--- src/rtl/qtree_result_fifo.sv ---
// Result FIFO at the tail of the quadtree lookup pipeline: captures completed lookups, serves them via valid/ready.
// Optional statistics counters (hit/miss/drop) are built when QTREE_RESULT_STATS_EN is defined.
module qtree_result_fifo #(
  parameter int A_WIDTH    = 6,
  parameter int D_WIDTH    = 16,
  parameter int FIFO_DEPTH = 8,
  parameter int CNT_WIDTH  = 16
) (
  input  logic                          clk_i,
  input  logic                          rst_i,
  input  logic                          lookup_done_i,
  input  logic                          lookup_match_i,
  input  logic [A_WIDTH-1:0]            lookup_addr_i,
  input  logic [D_WIDTH-1:0]            lookup_data_i,
  input  logic                          clr_i,
  output logic                          res_valid_o,
  input  logic                          res_ready_i,
  output logic                          res_match_o,
  output logic [A_WIDTH-1:0]            res_addr_o,
  output logic [D_WIDTH-1:0]            res_data_o,
  output logic [$clog2(FIFO_DEPTH):0]   fifo_level_o,
  output logic                          overflow_o,
  output logic [CNT_WIDTH-1:0]          hit_cnt_o,
  output logic [CNT_WIDTH-1:0]          miss_cnt_o,
  output logic [CNT_WIDTH-1:0]          drop_cnt_o
);
  localparam int          PW      = $clog2(FIFO_DEPTH);
  localparam logic [PW:0] PTR_ONE = 1;

  typedef struct packed {
    logic               match;
    logic [A_WIDTH-1:0] addr;
    logic [D_WIDTH-1:0] data;
  } res_t;

  res_t        r_mem [FIFO_DEPTH];
  logic [PW:0] r_wr_ptr, r_rd_ptr;
  logic        r_overflow;
  logic        w_empty, w_full, w_push, w_pop, w_drop;
  res_t        w_wr_ent, w_head;

  // Extra pointer MSB distinguishes full from empty when the index bits match.
  assign w_empty = (r_wr_ptr == r_rd_ptr);
  assign w_full  = (r_wr_ptr[PW] != r_rd_ptr[PW]) && (r_wr_ptr[PW-1:0] == r_rd_ptr[PW-1:0]);
  assign w_pop   = !w_empty && res_ready_i;
  assign w_push  = lookup_done_i && (!w_full || w_pop);
  assign w_drop  = lookup_done_i && w_full && !w_pop;

  assign w_wr_ent = '{match: lookup_match_i,
                      addr:  lookup_match_i ? lookup_addr_i : '0,
                      data:  lookup_data_i};

  always_ff @(posedge clk_i or posedge rst_i) begin
    if (rst_i) begin
      r_wr_ptr <= '0;
      r_rd_ptr <= '0;
    end else begin
      if (w_push) r_wr_ptr <= r_wr_ptr + PTR_ONE;
      if (w_pop)  r_rd_ptr <= r_rd_ptr + PTR_ONE;
    end
  end

  // Storage is deliberately unreset; the pointers alone define what is valid.
  always_ff @(posedge clk_i) begin
    if (w_push) r_mem[r_wr_ptr[PW-1:0]] <= w_wr_ent;
  end

  always_ff @(posedge clk_i or posedge rst_i) begin
    if (rst_i)       r_overflow <= 1'b0;
    else if (clr_i)  r_overflow <= 1'b0;
    else if (w_drop) r_overflow <= 1'b1;
  end

  assign w_head       = r_mem[r_rd_ptr[PW-1:0]];
  assign res_valid_o  = !w_empty;
  assign res_match_o  = w_head.match;
  assign res_addr_o   = w_head.addr;
  assign res_data_o   = w_head.data;
  assign fifo_level_o = r_wr_ptr - r_rd_ptr;
  assign overflow_o   = r_overflow;

`ifdef QTREE_RESULT_STATS_EN
  logic [CNT_WIDTH-1:0] r_hit_cnt, r_miss_cnt, r_drop_cnt;
  localparam logic [CNT_WIDTH-1:0] CNT_ONE = 1;

  // Counters saturate rather than wrap so a long run never reads as a small count.
  always_ff @(posedge clk_i or posedge rst_i) begin
    if (rst_i) begin
      r_hit_cnt  <= '0;
      r_miss_cnt <= '0;
      r_drop_cnt <= '0;
    end else if (clr_i) begin
      r_hit_cnt  <= '0;
      r_miss_cnt <= '0;
      r_drop_cnt <= '0;
    end else begin
      if (w_push && lookup_match_i && (r_hit_cnt != '1))   r_hit_cnt  <= r_hit_cnt + CNT_ONE;
      if (w_push && !lookup_match_i && (r_miss_cnt != '1)) r_miss_cnt <= r_miss_cnt + CNT_ONE;
      if (w_drop && (r_drop_cnt != '1))                    r_drop_cnt <= r_drop_cnt + CNT_ONE;
    end
  end

  assign hit_cnt_o  = r_hit_cnt;
  assign miss_cnt_o = r_miss_cnt;
  assign drop_cnt_o = r_drop_cnt;
`else
  assign hit_cnt_o  = '0;
  assign miss_cnt_o = '0;
  assign drop_cnt_o = '0;
`endif
endmodule

--- config.mk ---
export PLATFORM = sky130hd
export DESIGN_NAME = qtree_result_fifo
export DESIGN_NICKNAME = d
export VERILOG_FILES = /design/src/rtl/qtree_result_fifo.sv
export SDC_FILE = /design/constraint.sdc
export NUM_CORES = 1
export LEC_CHECK = 0
export BUFFER_PORTS_ARGS = -buffer_cell sky130_fd_sc_hd__buf_2
export CORE_UTILIZATION = 30
export CTS_BUF_LIST = sky130_fd_sc_hd__clkbuf_16
export CTS_CLUSTER_DIAMETER = 40
export DETAILED_ROUTE_END_ITERATION = 10
export SETUP_SLACK_MARGIN = 0.1
export SYNTH_ARGS = -nofsm -noshare
export SYNTH_HDL_FRONTEND = slang
export SYNTH_SLANG_ARGS = --single-unit
--- constraint.sdc ---
create_clock -name clk_i -period 12.8 [get_ports clk_i]
set_clock_uncertainty 0.05 [all_clocks]
set_input_delay 1.28 -clock clk_i [delete_from_list [all_inputs] [get_ports clk_i]]
set_output_delay 1.28 -clock clk_i [all_outputs]
set_load 0.01 [all_outputs]
==> results by group, run 1 <==
Synth
  • Syn. warnings: 0
  • Post-Syn Area: 0.00792 sq mm
  • Synth cell types: 29
  • Seq/Total Area, Yosys: 0.727
  • Commonest register cell after synthesis: edfxtp_1
  • Asr flop ratio synth: 0.0466
  • Commonest cells in the netlist: edfxtp_1, nand2_1, buf_4, mux4_2, dfrtp_1
  • Gate count after technology mapping: 430
  • Synthesized area per cell: 18.4 sq um
  • Top cell type's share of synthesized area: 0.698
  • Area leader, netlist: edfxtp_1
  • EDFF count, synth: 184
  • Synth area leaders: edfxtp_1, mux4_2, buf_4
  • Top-count cell post-synth: edfxtp_1
  • Synthesized flop and latch total: 193

Global routing
  • Global-route wire length before repair: 23800 um
  • Largest net degree at the start of global routing: 31
  • Congestion Overflow GR: 0
  • Initial antenna violation count: 0
  • Total GRT Usage: 0.120
  • Vias in the first global route: 3986

Final layout
  • Area Overhead vs Synth: 14.3%
  • Final Core Density: 0.348
  • Layout cell share with drive strength beyond 1: 0.309
  • Fillcell total: approximately 2400
  • Footprint of the multi-input gates: 0.00190 sq mm
  • ANT cells: 0
  • FF/Latch Area: 0.00575 sq mm
  • Post-route cell area: a little over 0.009 sq mm
  • Final #Nets: 534
  • Finished Layout Cells: 847

Route
  • Remaining DRCs: 0
  • Vias after detailed routing: around 3800
  • Total iterations of the first detailed-routing run: 4
  • Via/cell ratio: ~4.5
  • 1st-iter DRT viols: 253
  • DRT Wirelength: 15100 um
  • Post-DRT Antenna Nets: 0
  • Avg WL per Cell: 17.9 um

STA
  • Max Freq: 239 MHz
  • Final hold viol count: 0
  • Setup TNS: 0 ns
  • Max_slew headroom: 0.314
  • Final Cycle Share: 0.326
  • Time the worst path needs with I/O delays and setup: 4.18 ns
  • Final setup viols: 0
  • Final Max Tran Viols: 0
  • Worst-Margin Slew: 1.03 ns
  • RSZ-0062 raised after global routing: no

Power and ir drop
  • Pleak: 3.20 nW
  • Maximum VDD drop: 0.133 mV
  • Tot Pwr: slightly above 2 mW
  • Cell Pwr Density: 226 mW/mm^2

Setup path
  • Crit path max-delay cell type: dfrtp_2
  • CP Class: register to output port
  • Worst Path Buf+Inv: 2
  • WP depth: 5
  • Data required time of the worst path: 11.47 ns
  • Most common cell type on the critical path: nand2_1
  • Worst reg2reg path startpoint: r_rd_ptr[2]$_DFFE_PP0P_
  • Reg-to-reg endpoint: r_mem[5][3]$_DFFE_PP_
  • Critical path capture point: res_data_o[12]
  • Critical Path Sink Type: output port
  • Setup crit start: r_rd_ptr[0]$_DFFE_PP0P_
  • CP top delay family: flip-flops
  • Worst reg-to-reg path cell count: 6
  • Worst endpoint data arrival time: 2.85 ns
  • Ordered list of cells on the worst path: buf_4, mux4_2, nand2_1, nand2_1, buf_2
  • Worst Path Max Fanout: 30
  • CP startpoint kind: register
  • Slowest stage delay, CP: approximately 0.81 ns
  • R2R Setup Slk: 9.45 ns

Floorplanning
  • Die Height: 164 um
  • Cell row count: between 50 and 60
  • Die W: 164 um
  • Starting density of the core: 0.305
  • Die area: 0.0270 sq mm
  • IO Pins: 105
  • Core Area: 0.0260 sq mm

Placed design
  • Placed Instance Area: between 0.008 and 0.009 sq mm
  • IO Port Bufs: between 50 and 60
  • Inst Count DP: 816
  • GPL Wtd Cong: 0.713
  • Post-DP HPWL: ~9000 um

CTS
  • Post-CTS Resized: 0
  • Clock Path Buffers: 2
  • CTS H-Tree Depth: 4
  • Clk root buf: clkbuf_16
  • Cts bufs inserted: 17
  • CTS Hold Bufs: 0
  • Setup Fix Bufs, Post-CTS: 0
  • CTS tree: yes
  • Clock sinks: approximately 190
  • CTS clk-pin slew, worst paths: 0.07 ns
  • Clk Latency, worst-skew pair: 0.42 ns

Worst hold path
  • Hold Path Origin: overflow_o$_DFFE_PP0P_
  • Hold Crit Class: register to register

Job
  • Max cap viols: 0

Run status
  • Status: finished clean
## per-stage QoR
stage	worst slack [ns]	hold WS (ns)
finish	8.62	0.457
floorplan	8.51	0.446
detailed placement	9.00	0.443
CTS	8.53	0.460
global placement	8.99	0.434
global route	8.39	0.493
## how the worst min path moves through the flow
| stage | to | slack, ns | depth (start not counted) |
|---|---|---|---|
| 2_1_floorplan | r_rd_ptr[3]$_DFFE_PP0P_ | 0.45 | 1 |
| 3_3_place_gp | overflow_o$_DFFE_PP0P_ | 0.43 | 2 |
| 3_5_place_dp | overflow_o$_DFFE_PP0P_ | 0.44 | 2 |
| 4_1_cts | overflow_o$_DFFE_PP0P_ | 0.46 | 2 |
| 5_1_grt | r_wr_ptr[3]$_DFFE_PP0P_ | 0.49 | 1 |
| 6_report | overflow_o$_DFFE_PP0P_ | 0.46 | 2 |
## placed cells by master, fill, tap and decap left out, types with 6 or more instances in the layout
master / instances
xnor2_1: 6
inv_1: 8
buf_2: 56
and2_1: 6
edfxtp_1: 184
nand2_1: 73
buf_4: 11
dfrtp_1: 7
clkbuf_16: 17
mux4_2: 46
conb_1: 48
## cell type report
cell class / count / share of cell area
flip-flops and latches: 193 / 0.636
multi-input cells: 213 / 0.210
clock buffers: 17 / 0.0470
well taps: 335 / 0.0463
repair buffers: 67 / 0.0401
clock inverters: 14 / 0.0170
inverters: 8 / 0.00332
## cell families (layout without fill, tap and decap cells)
| family | after synthesis | count (layout) | share of synthesized area |
|---|---|---|---|
| fa+ha+maj | 6 | 6 | 0.0104 |
| flops | 193 | 193 | 0.727 |
| buf+inv | 71 | 106 | 0.0599 |
| other cells | 1 | 48 | 0.000474 |
| simple gates | 98 | 98 | 0.0542 |
| mux | 48 | 48 | 0.134 |
| compound gates | 4 | 4 | 0.00379 |
| xor+xnor | 9 | 9 | 0.0109 |
## state kept, by name (all words and copies together), names as in the netlist
signal	count
r_wr_ptr	4
r_rd_ptr	4
r_mem	184
overflow_o	1
## metal layers
layer	wire length, um	up-vias	GRT usage
met5	0	-	0
met4	122	0	0.0317
met3	643	10	0.0196
met2	7610	127	0.201
met1	6750	1963	0.161
li1	-	1683	-
## power by group
group | internal (mW) | leakage, nW | switching (mW)
logic | 0.291 | 1.14 | 0.370
registers | 0.799 | 1.78 | 0.0686
clock network | 0.275 | 0.278 | 0.239
total | 1.36 | 3.20 | 0.677
## tightest hold or removal path: stages (launching register included)
cell and delay (ns):
dfrtp_1 0.35, a21oi_1 0.05, nor2_1 0.07
(Power assumes the default switching activity.)
==> run 2: changes to the inputs <==
--- a/config.mk
+++ b/config.mk
@@ -5,6 +5,7 @@
 export SDC_FILE = /design/constraint.sdc
 export NUM_CORES = 1
 export LEC_CHECK = 0
+export ABC_AREA = 1
 export BUFFER_PORTS_ARGS = -buffer_cell sky130_fd_sc_hd__buf_2
 export CORE_UTILIZATION = 30
 export CTS_BUF_LIST = sky130_fd_sc_hd__clkbuf_16
==> constraint.sdc (replaced) <==
create_clock -name clk_i -period 4.4 [get_ports clk_i]
set_clock_uncertainty 0.05 [all_clocks]
set_input_delay 0.44 -clock clk_i [delete_from_list [all_inputs] [get_ports clk_i]]
set_output_delay 0.44 -clock clk_i [all_outputs]
set_load 0.01 [all_outputs]
==> results by group, run 2 <==
Run status
  • Status: finished clean

CTS
  • Clock sinks: 193 (unchanged)
  • Clk root buf: clkbuf_16
  • Clock Path Buffers: 2 (unchanged)
  • CTS clk-pin slew, worst paths: 0.07 ns (about the same)
  • CTS Hold Bufs: 1 (+1)
  • Clk Latency, worst-skew pair: 0.42 ns (about the same)
  • Cts bufs inserted: 17 (unchanged)
  • CTS tree: yes
  • Post-CTS Resized: 0 (unchanged)
  • CTS H-Tree Depth: 4 (unchanged)
  • Setup Fix Bufs, Post-CTS: 0 (unchanged)

Floorplanning
  • Starting density of the core: 0.309 (+0.00440)
  • Die W: 170 um (+3.1%)
  • IO Pins: 105 (unchanged)
  • Core Area: 0.0273 sq mm (+4.9%)
  • Die area: 0.0287 sq mm (+6.3%)
  • Die Height: 170 um (+3.1%)
  • Cell row count: 60 (+1.7%)

Synth
  • Gate count after technology mapping: 771 (+79%)
  • Area leader, netlist: edfxtp_1
  • Commonest register cell after synthesis: edfxtp_1
  • Synthesized area per cell: 10.9 sq um (-41%)
  • Synth cell types: 23 (-21%)
  • Commonest cells in the netlist: nand2_1, edfxtp_1, nor2_1, o21ai_1, buf_4
  • Post-Syn Area: 0.00842 sq mm (+6.4%)
  • Seq/Total Area, Yosys: 0.683 (-0.0436)
  • Syn. warnings: 0 (unchanged)
  • Top-count cell post-synth: nand2_1
  • Top cell type's share of synthesized area: 0.656 (-0.0419)
  • Synthesized flop and latch total: 193 (unchanged)
  • Synth area leaders: edfxtp_1, nand2_1, buf_4
  • Asr flop ratio synth: 0.0466 (unchanged)
  • EDFF count, synth: 184 (unchanged)

Setup path
  • Ordered list of cells on the worst path: buf_4, inv_1, buf_4, ha_1, nand3_1, nor2_1, nand2_1, nand2_2, nor2_2, buf_4
  • Worst Path Max Fanout: 27 (-10%)
  • R2R Setup Slk: 1.22 ns (-8.23 ns)
  • Crit path max-delay cell type: nor2_2
  • Most common cell type on the critical path: buf_4
  • CP Class: register to register
  • Critical Path Sink Type: register
  • Worst reg-to-reg path cell count: 10 (+4)
  • Worst endpoint data arrival time: 3.25 ns (+0.40 ns)
  • Setup crit start: r_rd_ptr[2]$_DFFE_PP0P_
  • Data required time of the worst path: 4.47 ns (-7.00 ns)
  • Reg-to-reg endpoint: r_mem[5][16]$_DFFE_PP_
  • CP startpoint kind: register
  • WP depth: 10 (+5)
  • Slowest stage delay, CP: 0.59 ns (-0.22 ns)
  • Critical path capture point: r_mem[5][16]$_DFFE_PP_
  • CP top delay family: simple AND/OR/NAND/NOR gates
  • Worst reg2reg path startpoint: r_rd_ptr[2]$_DFFE_PP0P_
  • Worst Path Buf+Inv: 4 (+2)

Final layout
  • Most frequent cells in the layout: nand2_1, edfxtp_1, buf_2
  • Area Overhead vs Synth: 11.8%
  • Fillcell total: 2725 (+11%)
  • Finished Layout Cells: 1207 (+43%)
  • Footprint of the multi-input gates: 0.00219 sq mm (+15%)
  • Max reg flops: 184 (unchanged)
  • Post-route cell area: 0.00942 sq mm (+4.1%)
  • ANT cells: 0 (unchanged)
  • Commonest non-fill, non-tap cell in the layout: nand2_1
  • Layout cell share with drive strength beyond 1: 0.133 (-0.176)
  • Final #Nets: 858 (+61%)
  • FF/Latch Area: 0.00575 sq mm (unchanged)

STA
  • Final Cycle Share: 0.723
  • Worst-Margin Slew: 0.883 ns (-0.145 ns)
  • Max Freq: 314 MHz
  • RSZ-0062 raised after global routing: no
  • Max_slew headroom: 0.411 (+0.0974)
  • Final hold viol count: 0 (unchanged)
  • Time the worst path needs with I/O delays and setup: about 3.2 ns
  • Setup TNS: 0 ns (unchanged)
  • Final setup viols: 0 (unchanged)
  • Final Max Tran Viols: 0 (unchanged)

Global routing
  • Global-route wire length before repair: 27500 um (+16%)
  • Largest net degree at the start of global routing: 89 (+190%)
  • Total GRT Usage: 0.127 (+0.00776)
  • Vias in the first global route: 4962 (+24%)
  • Congestion Overflow GR: 0 (unchanged)
  • Initial antenna violation count: 0 (unchanged)

Placed design
  • Inst Count DP: 1176 (+44%)
  • Placed Instance Area: 0.00888 sq mm (+4.9%)
  • GPL Wtd Cong: 0.768 (+7.6%)
  • IO Port Bufs: 56 (unchanged)
  • Post-DP HPWL: 10600 um (+17%)

Route
  • Vias after detailed routing: 5238 (+38%)
  • 1st-iter DRT viols: 383 (+51%)
  • Total iterations of the first detailed-routing run: 5 (+1)
  • Remaining DRCs: 0 (unchanged)
  • Via/cell ratio: 4.34 (-2.8%)
  • Post-DRT Antenna Nets: 0 (unchanged)
  • Avg WL per Cell: 14.4 um (-20%)
  • DRT Wirelength: 17300 um (+15%)

Power and ir drop
  • Pleak: 3.73 nW (+16%)
  • Maximum VDD drop: 0.275 mV (+110%)
  • Sequential share of power: 0.399 (-0.026)
  • Gate power share: 0.367 (+0.043)
  • Int Power: 3.72 mW (+170%)
  • Sw Share: 0.376 (+0.0447)
  • Clock power frac: 0.234 (-0.018)
  • Tot Pwr: 5.97 mW (+190%)
  • Sw power: 2.25 mW (+230%)
  • Cell Pwr Density: 634 mW/mm^2 (+180%)

Job
  • Max cap viols: 0 (unchanged)

Worst hold path
  • Hold Crit Class: input pin to register
[run 2: cells by family (layout without fill, tap and decap cells)]
family	Yosys count	count (layout)	synth area share
AOI/OAI and AO/OA	94	94	0.0559
xor gates and xnor gates	4	4	0.00416
adders and majority gates	6	6	0.00981
buffers and inverters	106	123	0.0802
DFF	193	193	0.683
other	1	48	0.000445
and+or+nand+nor	367	367	0.167
[run 2: how the worst min path moves through the flow]
stage / depth (start not counted) / startpoint / slack [ns] / endpoint
after floorplan: 1 / rst_i / 0.22 / overflow_o$_DFFE_PP0P_
after global placement: 2 / rst_i / 0.38 / r_rd_ptr[2]$_DFFE_PP0P_
after detailed placement: 2 / rst_i / 0.38 / r_rd_ptr[2]$_DFFE_PP0P_
after CTS: 2 / clr_i / 0.11 / overflow_o$_DFFE_PP0P_
after global routing: 2 / clr_i / 0.13 / overflow_o$_DFFE_PP0P_
final: 2 / clr_i / 0.12 / overflow_o$_DFFE_PP0P_
[run 2: worst reg2reg max path: stages, from the launching register on]
cell	delay, ns
dfrtp_1	0.36
buf_4	0.24
inv_1	0.10
buf_4	0.31
ha_1	0.36
nand3_1	0.13
nor2_1	0.06
nand2_1	0.15
nand2_2	0.18
nor2_2	0.59
buf_4	0.35
[run 2: final cells by class]
cell class | count | share of cell area
inverters | 21 | 0.00837
multi-input cells | 519 | 0.233
flip-flops and latches | 193 | 0.611
well taps | 372 | 0.0494
repair buffers | 72 | 0.0428
clock inverters | 13 | 0.0105
clock buffers | 17 | 0.0452
[run 2: layer usage]
metal / GRT usage / part of all wire / vias up
li1: - / - / 2584
met1: 0.163 / 0.45 / 2500
met2: 0.214 / 0.49 / 141
met3: 0.0257 / 0.039 / 13
met4: 0.0439 / 0.015 / 0
met5: 0 / 0 / -
[run 2: per-stage QoR]
step	util	worst slack [ns]	hold WS, ns
6_report	0.346	1.22	0.120
5_1_grt	0.346	0.999	0.131
4_1_cts	0.346	1.19	0.113
3_5_place_dp	0.326	1.21	0.384
3_3_place_gp	0.326	1.30	0.380
2_1_floorplan	-	1.43	0.218
[run 2: power groups by stage]
stage               registers [mW]  clock network [mW]  logic, mW
finish                        2.38                1.40       2.19
global route                  2.40                1.50       2.49
CTS                           2.38                1.43       2.26
detailed placement            2.41                   0       2.25
global placement              2.41                   0       2.23
floorplan                     2.38                   0       1.61
==> run 3: changes to the inputs <==
==> constraint.sdc (replaced) <==
create_clock -name clk_i -period 2.9 [get_ports clk_i]
set_clock_uncertainty 0.05 [all_clocks]
set_input_delay 0.29 -clock clk_i [delete_from_list [all_inputs] [get_ports clk_i]]
set_output_delay 0.29 -clock clk_i [all_outputs]
set_load 0.01 [all_outputs]
==> results by group, run 3 (synthesized netlist as in run 2, its figures left out) <==
Route
  • DRT Wirelength: 18000 um (+3.9%)
  • Post-DRT Antenna Nets: 0 (unchanged)
  • 1st-iter DRT viols: 357 (-6.8%)
  • Remaining DRCs: 0 (unchanged)
  • Total iterations of the first detailed-routing run: 5 (unchanged)
  • Vias after detailed routing: 5311 (+1.4%)
  • Avg WL per Cell: 14.8 um (+2.9%)
  • Via/cell ratio: 4.36 (+0.40%)

STA
  • Max Freq: 420 MHz
  • Setup TNS: 0 ns (unchanged)
  • Time the worst path needs with I/O delays and setup: 2.38 ns
  • Final hold viol count: 0 (unchanged)
  • RSZ-0062 raised after global routing: no
  • Final setup viols: 0 (unchanged)
  • Final Cycle Share: 0.820
  • Worst hold slack: 0.0950 ns (-0.0251 ns)
  • Final Max Tran Viols: 0 (unchanged)
  • Max_slew headroom: 0.600 (+0.189)
  • Worst-Margin Slew: 0.600 ns (-0.283 ns)

Floorplanning
  • Cell row count: 60 (unchanged)
  • Core Area: 0.0273 sq mm (unchanged)
  • Die area: 0.0287 sq mm (unchanged)
  • Starting density of the core: 0.309 (unchanged)
  • Die Height: 170 um (unchanged)
  • Die W: 170 um (unchanged)
  • IO Pins: 105 (unchanged)

Global routing
  • Initial antenna violation count: 1 (+1)
  • Largest net degree at the start of global routing: 71 (-20%)
  • GRT met3 Usage: 0.0257 (unchanged)
  • Met2 Track Usage GR: 0.221 (+0.00734)
  • GR peak layer: met2
  • Global-route wire length before repair: 27900 um (+1.5%)
  • Congestion Overflow GR: 0 (unchanged)
  • Total GRT Usage: 0.130 (+0.00246)
  • Met1 usage: 0.165 (+0.00184)
  • Vias in the first global route: 4935 (-0.54%)

Final layout
  • Layout cell share with drive strength beyond 1: 0.144 (+0.0111)
  • Finished Layout Cells: 1219 (+0.99%)
  • Max reg flops: 184 (unchanged)
  • Area Overhead vs Synth: 13.5%
  • ANT cells: 0 (unchanged)
  • Post-route cell area: 0.00956 sq mm (+1.5%)
  • Most frequent cells in the layout: nand2_1, edfxtp_1, buf_2
  • Commonest non-fill, non-tap cell in the layout: nand2_1
  • Final #Nets: 868 (+1.2%)

CTS
  • Setup Fix Bufs, Post-CTS: 0 (unchanged)
  • CTS clk-pin slew, worst paths: 0.07 ns (about the same)
  • CTS tree: yes
  • Cts bufs inserted: 17 (unchanged)
  • Post-CTS Resized: 0 (unchanged)
  • CTS H-Tree Depth: 4 (unchanged)
  • CTS Hold Bufs: 2 (+1)
  • Clk Latency, worst-skew pair: 0.43 ns (about the same)
  • Clock sinks: 193 (unchanged)
  • Clk root buf: clkbuf_16
  • Clock Path Buffers: 2 (unchanged)

Placed design
  • GPL Wtd Cong: 0.812 (+5.7%)
  • Placed Instance Area: 0.00899 sq mm (+1.2%)
  • Inst Count DP: 1185 (+0.77%)
  • IO Port Bufs: 56 (unchanged)
  • Post-DP HPWL: 10900 um (+3.2%)

Setup path
  • CP startpoint kind: register
  • Slowest stage delay, CP: 0.48 ns (-0.11 ns)
  • Critical Path Sink Type: output port
  • Ordered list of cells on the worst path: inv_1, ha_1, fa_1, xnor2_1, buf_2
  • Worst endpoint data arrival time: 2.04 ns (-1.21 ns)
  • CP Class: register to output port
  • Worst Path Buf+Inv: 2 (-2)
  • Data required time of the worst path: 2.56 ns (-1.91 ns)
  • Worst Path Max Fanout: 8 (-70%)
  • CP top delay family: adder cells
  • Crit path max-delay cell type: dfrtp_1

Power and ir drop
  • Cell Pwr Density: 966 mW/mm^2 (+52%)
  • Pleak: 3.79 nW (+1.7%)
  • Tot Pwr: 9.24 mW (+55%)
  • Maximum VDD drop: 0.431 mV (+57%)

Worst hold path
  • Hold Crit Class: input pin to register

Run status
  • Status: finished clean

Job
  • Max cap viols: 0 (unchanged)
run 3: path summary, 6_finish.rpt:
path / from / endpoint / slack [ns] / depth (start not counted)
setup / recovery: r_wr_ptr[0]$_DFFE_PP0P_ / fifo_level_o[2] / 0.52 / 5
hold / removal: lookup_data_i[4] / r_mem[5][4]$_DFFE_PP_ / 0.09 / 1
setup reg to reg: r_wr_ptr[0]$_DFFE_PP0P_ / r_mem[4][8]$_DFFE_PP_ / 0.58 / 8
hold reg to reg: overflow_o$_DFFE_PP0P_ / overflow_o$_DFFE_PP0P_ / 0.46 / 2
max in group asynchronous: rst_i / r_rd_ptr[1]$_DFFE_PP0P_ / 2.15 / 3
min in group asynchronous: rst_i / r_wr_ptr[0]$_DFFE_PP0P_ / 0.34 / 3
run 3: metrics by stage:
stage | util | setup WS [ns]
floorplan | - | -0.0693
global placement | 0.330 | 0.675
detailed placement | 0.330 | 0.596
global route | 0.351 | 0.393
CTS | 0.351 | 0.487
finish | 0.351 | 0.521
run 3: report_power, final:
group / switching (mW) / total (mW) / internal, mW / leakage (nW)
Sequential: 0.140 / 3.59 / 3.45 / 1.79
Combinational: 2.35 / 3.46 / 1.12 / 1.74
Clock: 1.06 / 2.18 / 1.12 / 0.262
run 3: cell type report:
| type | instances | area (sq um) |
|---|---|---|
| Clock buffer | 17 | 425 |
| Clock inverter | 15 | 128 |
| Fill cell | 2675 | 17700 |
| Inverter | 21 | 78.8 |
| Multi-Input combinational cell | 519 | 2190 |
| Sequential cell | 193 | 5750 |
| Tap cell | 372 | 465 |
| Timing Repair Buffer | 82 | 518 |
run 3: layer usage:
layer / wire (um) / vias up
met2: 9000 / 143
li1: - / 2603
met1: 8150 / 2543
met4: 227 / 2
met3: 627 / 20
met5: 12 / -
